**config.mk**
```make
export PLATFORM = sky130hd
export DESIGN_NAME = ex_mem_pipe
export DESIGN_NICKNAME = d
export VERILOG_FILES = /design/src/rtl/ex_mem_pipe_pkg.sv /design/src/rtl/pipe_skid_buf.sv /design/src/rtl/ex_mem_pipe.sv
export SDC_FILE = /design/constraint.sdc
export NUM_CORES = 1
export LEC_CHECK = 0
export ABC_AREA = 1
export CAP_MARGIN = 20
export CORE_AREA = 10 10 184 186
export CTS_BUF_LIST = sky130_fd_sc_hd__clkbuf_8
export CTS_CLUSTER_SIZE = 8
export DETAILED_ROUTE_END_ITERATION = 10
export DIE_AREA = 0 0 194 196
export GPL_ROUTABILITY_DRIVEN = 1
export PLACE_DENSITY = 0.94
export SYNTH_ARGS = -nofsm -noshare
export SYNTH_HDL_FRONTEND = slang
export SYNTH_SLANG_ARGS = --single-unit
```
**constraint.sdc**
```tcl
create_clock -name clk -period 4.4 [get_ports clk]
set_input_delay 0.66 -clock clk [delete_from_list [all_inputs] [get_ports clk]]
set_output_delay 0.66 -clock clk [all_outputs]
set_load 0.1 [all_outputs]
```
**src/rtl/ex_mem_pipe_pkg.sv**
```systemverilog
// Shared constants and state encoding for the EX->MEM pipeline register.
package ex_mem_pipe_pkg;

   // Register address 0 doubles as the "no destination" marker.
   localparam logic [4:0]  NopRegAddr   = 5'd0;
   localparam logic [31:0] ZeroWord     = 32'h0000_0000;
   localparam logic        WriteEnable  = 1'b1;
   localparam logic        WriteDisable = 1'b0;

   // Memory-access op codes carried to MEM.
   localparam logic [7:0] AluOpNop = 8'h00;
   localparam logic [7:0] AluOpLb  = 8'h20;
   localparam logic [7:0] AluOpLh  = 8'h21;
   localparam logic [7:0] AluOpLw  = 8'h23;
   localparam logic [7:0] AluOpSb  = 8'h28;
   localparam logic [7:0] AluOpSh  = 8'h29;
   localparam logic [7:0] AluOpSw  = 8'h2b;

   // Occupancy of the skid buffer.
   typedef enum logic [1:0] {
      StEmpty = 2'b00,
      StFull  = 2'b01,
      StSkid  = 2'b10
   } pipe_state_e;

endpackage

```
**src/rtl/pipe_skid_buf.sv**
```systemverilog
// Generic width-W valid/ready register stage with a 2-entry skid buffer.
// in_ready is a flop, so there is no combinational path from out_ready to in_ready.
module pipe_skid_buf
   import ex_mem_pipe_pkg::*;
#(
   parameter int unsigned W = 8
) (
   input  logic         clk,
   input  logic         rst,
   input  logic         flush,
   input  logic [W-1:0] clr_mask,
   input  logic         in_valid,
   output logic         in_ready,
   input  logic [W-1:0] in_data,
   output logic         out_valid,
   input  logic         out_ready,
   output logic [W-1:0] out_data
);

   pipe_state_e  state_q, state_d;
   logic [W-1:0] main_q, main_d;
   logic [W-1:0] skid_q, skid_d;
   logic         in_ready_q;
   logic         in_fire;

   assign in_ready  = in_ready_q;
   assign in_fire   = in_valid & in_ready_q;
   assign out_valid = (state_q != StEmpty);
   assign out_data  = main_q;

   // Next-state and register-load decisions; main only moves when MEM takes it or stage is empty.
   always_comb begin
      state_d = state_q;
      main_d  = main_q;
      skid_d  = skid_q;
      if (flush) begin
         // Anything arriving this cycle is dropped; clr_mask bits are zeroed on the way to empty.
         state_d = StEmpty;
         main_d  = main_q & ~clr_mask;
      end else begin
         unique case (state_q)
            StEmpty: begin
               if (in_fire) begin
                  state_d = StFull;
                  main_d  = in_data;
               end
            end
            StFull: begin
               if (in_fire && out_ready) begin
                  main_d = in_data;
               end else if (in_fire) begin
                  state_d = StSkid;
                  skid_d  = in_data;
               end else if (out_ready) begin
                  state_d = StEmpty;
                  main_d  = main_q & ~clr_mask;
               end
            end
            StSkid: begin
               if (out_ready) begin
                  state_d = StFull;
                  main_d  = skid_q;
               end
            end
            default: begin
               state_d = StEmpty;
            end
         endcase
      end
   end

   // State, payload and registered in_ready.
   always_ff @(posedge clk) begin
      if (rst) begin
         state_q    <= StEmpty;
         main_q     <= '0;
         skid_q     <= '0;
         in_ready_q <= 1'b1;
      end else begin
         state_q    <= state_d;
         main_q     <= main_d;
         skid_q     <= skid_d;
         in_ready_q <= (state_d != StSkid);
      end
   end

endmodule

```
**src/rtl/ex_mem_pipe.sv**
```systemverilog
// EX->MEM pipeline register with valid/ready handshake, skid buffering, flush and a
// saturating stall-cycle counter.
module ex_mem_pipe
   import ex_mem_pipe_pkg::*;
#(
   parameter int unsigned DATA_W     = 32,
   parameter int unsigned REG_ADDR_W = 5,
   parameter int unsigned ALUOP_W    = 8,
   parameter int unsigned CNT_W      = 16
) (
   input  logic                  clk,
   input  logic                  rst,
   input  logic                  flush,
   input  logic                  in_valid,
   output logic                  in_ready,
   input  logic [REG_ADDR_W-1:0] ex_wd,
   input  logic                  ex_wreg,
   input  logic [DATA_W-1:0]     ex_wdata,
   input  logic [ALUOP_W-1:0]    ex_aluop,
   input  logic [DATA_W-1:0]     ex_mem_addr,
   input  logic [DATA_W-1:0]     ex_store_data,
   input  logic                  ex_whilo,
   input  logic [DATA_W-1:0]     ex_hi,
   input  logic [DATA_W-1:0]     ex_lo,
   output logic                  out_valid,
   input  logic                  out_ready,
   output logic [REG_ADDR_W-1:0] mem_wd,
   output logic                  mem_wreg,
   output logic [DATA_W-1:0]     mem_wdata,
   output logic [ALUOP_W-1:0]    mem_aluop,
   output logic [DATA_W-1:0]     mem_mem_addr,
   output logic [DATA_W-1:0]     mem_store_data,
   output logic                  mem_whilo,
   output logic [DATA_W-1:0]     mem_hi,
   output logic [DATA_W-1:0]     mem_lo,
   output logic [CNT_W-1:0]      stall_cycles
);

   // Payload layout, LSB first: lo, hi, whilo, store_data, mem_addr, aluop, wdata, wreg, wd.
   localparam int unsigned LoLsb    = 0;
   localparam int unsigned HiLsb    = DATA_W;
   localparam int unsigned WhiloBit = 2 * DATA_W;
   localparam int unsigned StoreLsb = 2 * DATA_W + 1;
   localparam int unsigned AddrLsb  = 3 * DATA_W + 1;
   localparam int unsigned AluopLsb = 4 * DATA_W + 1;
   localparam int unsigned WdataLsb = 4 * DATA_W + 1 + ALUOP_W;
   localparam int unsigned WregBit  = 5 * DATA_W + 1 + ALUOP_W;
   localparam int unsigned WdLsb    = WregBit + 1;
   localparam int unsigned PayloadW = WdLsb + REG_ADDR_W;

   // Write enables are the only fields that must read as inactive once the stage empties.
   localparam logic [PayloadW-1:0] ClrMask =
      (PayloadW'(1) << WregBit) | (PayloadW'(1) << WhiloBit);

   logic [PayloadW-1:0] in_payload;
   logic [PayloadW-1:0] out_payload;
   logic [CNT_W-1:0]    stall_q;

   assign in_payload = {ex_wd, ex_wreg, ex_wdata, ex_aluop, ex_mem_addr, ex_store_data,
                        ex_whilo, ex_hi, ex_lo};

   pipe_skid_buf #(
      .W (PayloadW)
   ) u_skid_buf (
      .clk       (clk),
      .rst       (rst),
      .flush     (flush),
      .clr_mask  (ClrMask),
      .in_valid  (in_valid),
      .in_ready  (in_ready),
      .in_data   (in_payload),
      .out_valid (out_valid),
      .out_ready (out_ready),
      .out_data  (out_payload)
   );

   assign mem_wd         = out_payload[WdLsb +: REG_ADDR_W];
   assign mem_wreg       = out_payload[WregBit];
   assign mem_wdata      = out_payload[WdataLsb +: DATA_W];
   assign mem_aluop      = out_payload[AluopLsb +: ALUOP_W];
   assign mem_mem_addr   = out_payload[AddrLsb +: DATA_W];
   assign mem_store_data = out_payload[StoreLsb +: DATA_W];
   assign mem_whilo      = out_payload[WhiloBit];
   assign mem_hi         = out_payload[HiLsb +: DATA_W];
   assign mem_lo         = out_payload[LoLsb +: DATA_W];

   // Count back-pressured cycles, saturating; only reset clears it.
   always_ff @(posedge clk) begin
      if (rst) begin
         stall_q <= '0;
      end else if (out_valid && !out_ready && (stall_q != {CNT_W{1'b1}})) begin
         stall_q <= stall_q + CNT_W'(1);
      end
   end

   assign stall_cycles = stall_q;

endmodule

```
== Word level (Yosys, flattened, before mapping) ==
Cells that the tools add are included.

* Output and inout port bits: 193
* Register bits: 369
* Bits of input ports: 180
* Word-level logic and storage cells: 43

* Bitwise logic cells: 3
* Add/subtract/negate cells: 1
* Eq/ne operators: 9
* Multiplexer cells: 13
* Reduce and logical (&&, ||, !) cells: 11

{| class="wikitable"
|+ Operators by type and width
! kind !! number
|-
| 2-to-1 mux 175 bit || 4
|-
| case mux 175 bit (3 select lines) || 1
|-
| 2-to-1 mux 170 bit || 1
|-
| adder 16 x 1 -> 16 bit (second input constant) || 1
|-
| != test 16 bit (second input constant) || 1
|-
| 2-to-1 mux 2 bit || 6
|-
| AND reduction 5 bit || 2
|-
| case mux 2 bit (3 select lines) || 1
|-
| != test 2 x 1 -> 1 bit (second input constant) || 2
|-
| != test 2 bit (second input constant) || 2
|-
| AND reduction 4 bit || 1
|-
| logical AND 1 bit || 3
|-
| != test 3 x 2 -> 1 bit (second input constant) || 1
|-
| != test 3 bit (second input constant) || 1
|-
| nonzero test 3 bit || 1
|-
| == test 2 x 1 -> 1 bit (second input constant) || 1
|-
| == test 2 bit (second input constant) || 1
|-
| zero test 2 bit || 1
|-
| inverter 1 bit || 2
|-
| nonzero test 2 bit || 1
|-
| OR reduction 2 bit || 1
|-
| bitwise AND 1 bit || 1
|-
| zero test 1 bit || 1
|}

== Longest topological paths before layout ==
* Depth after elaboration: 6
* Mapped depth: 11
* Depth with buffers taken out: 9

== Cells and area by module ==
Synthesis repeated with hierarchy kept, for this count alone.

* Cell total of the unflattened synthesis: 3631
* Area, all modules: 22527.9 µm²

{| class="wikitable"
|+ By module, submodules not included
! module !! cells each !! instances !! sequential area each (µm²) !! area each (µm²)
|-
| pipe_skid_buf || 3459 || 1 || 7066.8 || 21505.6
|-
| ex_mem_pipe || 172 || 1 || 320.3 || 1022.2
|}

== Worst setup path before layout ==
No wires, ideal clock.

* Path kind: reg-to-reg
* Start point: register stall_q[0], in the netlist stall_cycles[0]
* End point: register stall_q[11], in the netlist stall_cycles[11]
* Period minus slack after synthesis: 2.213 ns
* Slack: 2.187 ns
* Stages on the path, launching flop included: 9
* Data required time: 4.330 ns
* Setup time: 0.070 ns
* Path buffers: 1
* Arrival: 2.143 ns
* Cell sequence: dfxtp_1 -> ha_1 -> inv_1 -> nor2_1 -> nand2_1 -> o21ai_1 -> buf_2 -> nand2_1 -> a21oi_1

* Longest elaborated chain between the ends: 2
* Elaborated cells on any way between the ends: 3
* Classes of those cells: add/sub (1); eq/ne (1); reduce/logical (1)

{| class="wikitable"
|+ RTL lines
! element !! RTL line !! RTL
|-
| start: declaration || ex_mem_pipe.sv:57 || <nowiki>logic [CNT_W-1:0] stall_q;</nowiki>
|-
| start signal: assignment || ex_mem_pipe.sv:92 || <nowiki>stall_q <= stall_q + CNT_W'(1);</nowiki>
|-
| branches (longest 2 deep; another with adder 16 x 1 -> 16 bit) || -- ||
|}

Several ways; the timed one is not identified.
A chain may end at the register's enable or synchronous reset.

== Worst setup path in the final report ==
* Start point: register u_skid_buf.state_q[0]
* End point: output out_valid

* Longest elaborated chain between the ends: 1

{| class="wikitable"
|+ RTL lines
! element !! RTL line !! RTL
|-
| start: declaration || pipe_skid_buf.sv:20 || <nowiki>pipe_state_e state_q, state_d;</nowiki>
|-
| start signal: assignment || pipe_skid_buf.sv:75 || <nowiki>state_q <= StEmpty;</nowiki>
|-
| start signal: assignment || pipe_skid_buf.sv:80 || <nowiki>state_q <= state_d;</nowiki>
|-
| nonzero test 2 bit || pipe_skid_buf.sv:28 || <nowiki>assign out_valid = (state_q != StEmpty);</nowiki>
|-
| end: declaration || ex_mem_pipe.sv:25 || <nowiki>output logic out_valid,</nowiki>
|}

No other way between the ends.

==> out/qor.csv <==
stage,metric,value,unit
status,status,"complete, no violations",
worst_setup_path,worstPathArrival,2600,ps
pwr,pwr-share-comb,24.6,%
timing,rsz0062_at_grt,false,
route,ant_nets,0,
timing,hold_ws,446,ps
worst_setup_path,crit_top_cell,inv_1,
synthesis,synth_nets,2625,
timing,max_freq,306,MHz
clock_tree,hold_buffers,0,
cells_and_area,nNetsFinal,2921,
clock_tree,htreeDepth,2,
timing,final.setup.tns,0,ps
timing,finalHoldViolCount,0,
global_routing,grt_max_degree,219,
global_routing,gr-total-overflow,0,
worst_setup_path,crit_chain,inv_1 > ha_1 > inv_1 > clkdlybuf4s50_1,
pwr,swShare,33.9,%
route,wl_per_cell,15.5,um
placed_design,dpl_cell_area,20100,um^2
pwr,p_int,5.61,mW
clock_tree,cts_sinks,369,
route,drc_errors,0,
cells_and_area,final_util,70.3,%
floorplan,rows,64,
worst_setup_path,path_class,reg -> out,
floorplan,die_area,38000,um^2
clock_tree,cts.repair.resized,0,
cells_and_area,fin_cells,3173,
timing,clock_skew,27.5,ps
hold_path,hold_class,reg -> reg,
clock_tree,cts_tree,yes,
cells_and_area,nFillCells,2216,
floorplan,die_h,196,um
global_routing,grt_pass1_wl,78100,um
synthesis,ys_seq_elements,369,
route,first_pass_iters,6,
placed_design,gp_congestion,0.860,
cells_and_area,mostFrequentLayoutCell,inv_1,
route,totalWireLength,49100,um
pwr,p_per_area,398,nW/um^2
route,viasPerCell,5.14,
synthesis,yosysTopAreaCellShare,45.2,%
timing,slew_headroom,29.1,%
global_routing,grt_pass1_vias,15700,
timing,final.min_clock_period,3260,ps
placed_design,dpl.hpwl,32800,um
timing,tightest_slew,1060,ps
placed_design,post-place-ws,1190,ps
synthesis,syn_inst,2440,
pwr,switching_power,2.87,mW
cells_and_area,mostFrequentLayoutCells,"inv_1, nand2_1, nor2_1",
synthesis,synth_area,16400,um^2
pwr,peakVddDrop,301,uV
synthesis,syn_avg_cell_area,6.70,um^2
worst_setup_path,r2r_slack,1700,ps
synthesis,yosys-top-cells-area,"dfxtp_1, inv_1, nand2_1",
timing,layout_setup_ws,1140,ps
global_routing,grtUsageTotal,24.1,%
floorplan,io_pins,373,
placed_design,placed_cells,3071,
cells_and_area,final_cell_area,21300,um^2
synthesis,synth.distinct_cells,25,
clock_tree,insertion_delay,580,ps
pwr,seqPwrFrac,42.3,%
clock_tree,clkTransAtPathRegs,60,ps
timing,slew_viol_final,0,
pwr,p_total,8.48,mW
route,drt_iter0_drc,1404,
worst_setup_path,end_kind,output pin,
clock_tree,clockBufferDepth,3,
worst_setup_path,cp-start-kind,flip-flop,
worst_setup_path,critPathMaxStageDelay,1130,ps
floorplan,die_w,194,um
floorplan,core-area,30300,um^2
cells_and_area,drive_gt1_share,3.83,%
worst_setup_path,path_max_fanout,6,
clock_tree,root_buffer,clkbuf_8,
floorplan,initial_core_util,54.0,%
synthesis,yosysSeqAreaShare,45.2,%
timing,period_share,74.2,%
worst_setup_path,crit_slowest_cell,clkdlybuf4s50_1,
pwr,clkPwrFrac,33.0,%
placed_design,numPortBuffers,372,
clock_tree,cts_buffers,58,
pwr,leakagePower,9.38,nW
run,cap_violations,0,
synthesis,synth_top_area_cell,dfxtp_1,
clock_tree,post_cts_buffers,0,
timing,setup_violations,0,
synthesis,ys_warn_count,0,
global_routing,antenna_found_initial,6,
worst_setup_path,cp_data_required_time,3740,ps
cells_and_area,syn_to_final_growth,30.2,%
route,vias,16300,
## cells by family after synthesis
kind of cell	Yosys count	synth area share, %
AND/OR/NAND/NOR	811	19.0
XOR/XNOR	6	0.321
buffers and inverters	702	17.1
adder cells (fa/ha/maj)	5	0.383
AO/OA/AOI/OAI	547	18.1
flip-flops	369	45.2
## layout make-up
class	instances	area [um^2]	share of cell area (%)
flip-flops and latches	369	7390	34.7
multi-input cells	1369	6210	29.2
repair buffers	392	4010	18.8
inverters	546	2060	9.66
clock buffers	73	1000	4.72
well taps	396	495	2.33
clock inverters	22	113	0.529
diodes	6	15.0	0.0705
## worst max-delay path, delay by kind of cell, from the launching register on
kind                       cells  cell delay, ps
buffers and inverters          3            1320
DFF                            1             440
adders and majority gates      1             270
## final timing paths
kind | startpoint | end | cells past startpoint
min reg2reg | u_skid_buf.skid_q[64] | u_skid_buf.skid_q[64] | 2
min | u_skid_buf.skid_q[64] | u_skid_buf.skid_q[64] | 2
max | u_skid_buf.state_q[0] | out_valid | 4
max reg2reg | u_skid_buf.state_q[0] | u_skid_buf.out_data[118] | 10
## power groups by stage
stage	logic, mW	clock network [mW]	registers, mW
final	2.09	2.80	3.59
after global routing	2.21	2.99	3.60
after CTS	2.09	2.85	3.59
after detailed placement	2.07	0	3.66
after global placement	2.03	0	3.65
after floorplan	0.564	0	4.57
## cells in the mapped netlist
cell,instances
inv_1,544
nand2_1,407
nor2_1,379
dfxtp_1,369
a21oi_1,187
o21ai_0,184
o22ai_1,173
clkbuf_1,84
buf_2,59
nand3_1,14
buf_6,10
nand4_1,6
ha_1,5
xnor2_1,3
xor2_1,3
buf_4,2
inv_2,2
nor2_2,2
a21oi_2,1
a31oi_1,1
buf_1,1
nand3_2,1
nand4_2,1
nor3b_1,1
o21ai_1,1
## flip-flops by register name, summed over array words and instances, names as in the netlist
register             count
u_skid_buf.in_ready      1
stall_cycles            16
u_skid_buf.skid_q      175
u_skid_buf.state_q       2
u_skid_buf.out_data    175
## layer usage
metal | global-route usage, % | share of wire, %
met5 | 0 | 0
met4 | 13.3 | 5.1
met3 | 5.49 | 7.5
met2 | 42.3 | 50
met1 | 26.4 | 37
No activity file was read; power rests on OpenSTA's default activity.
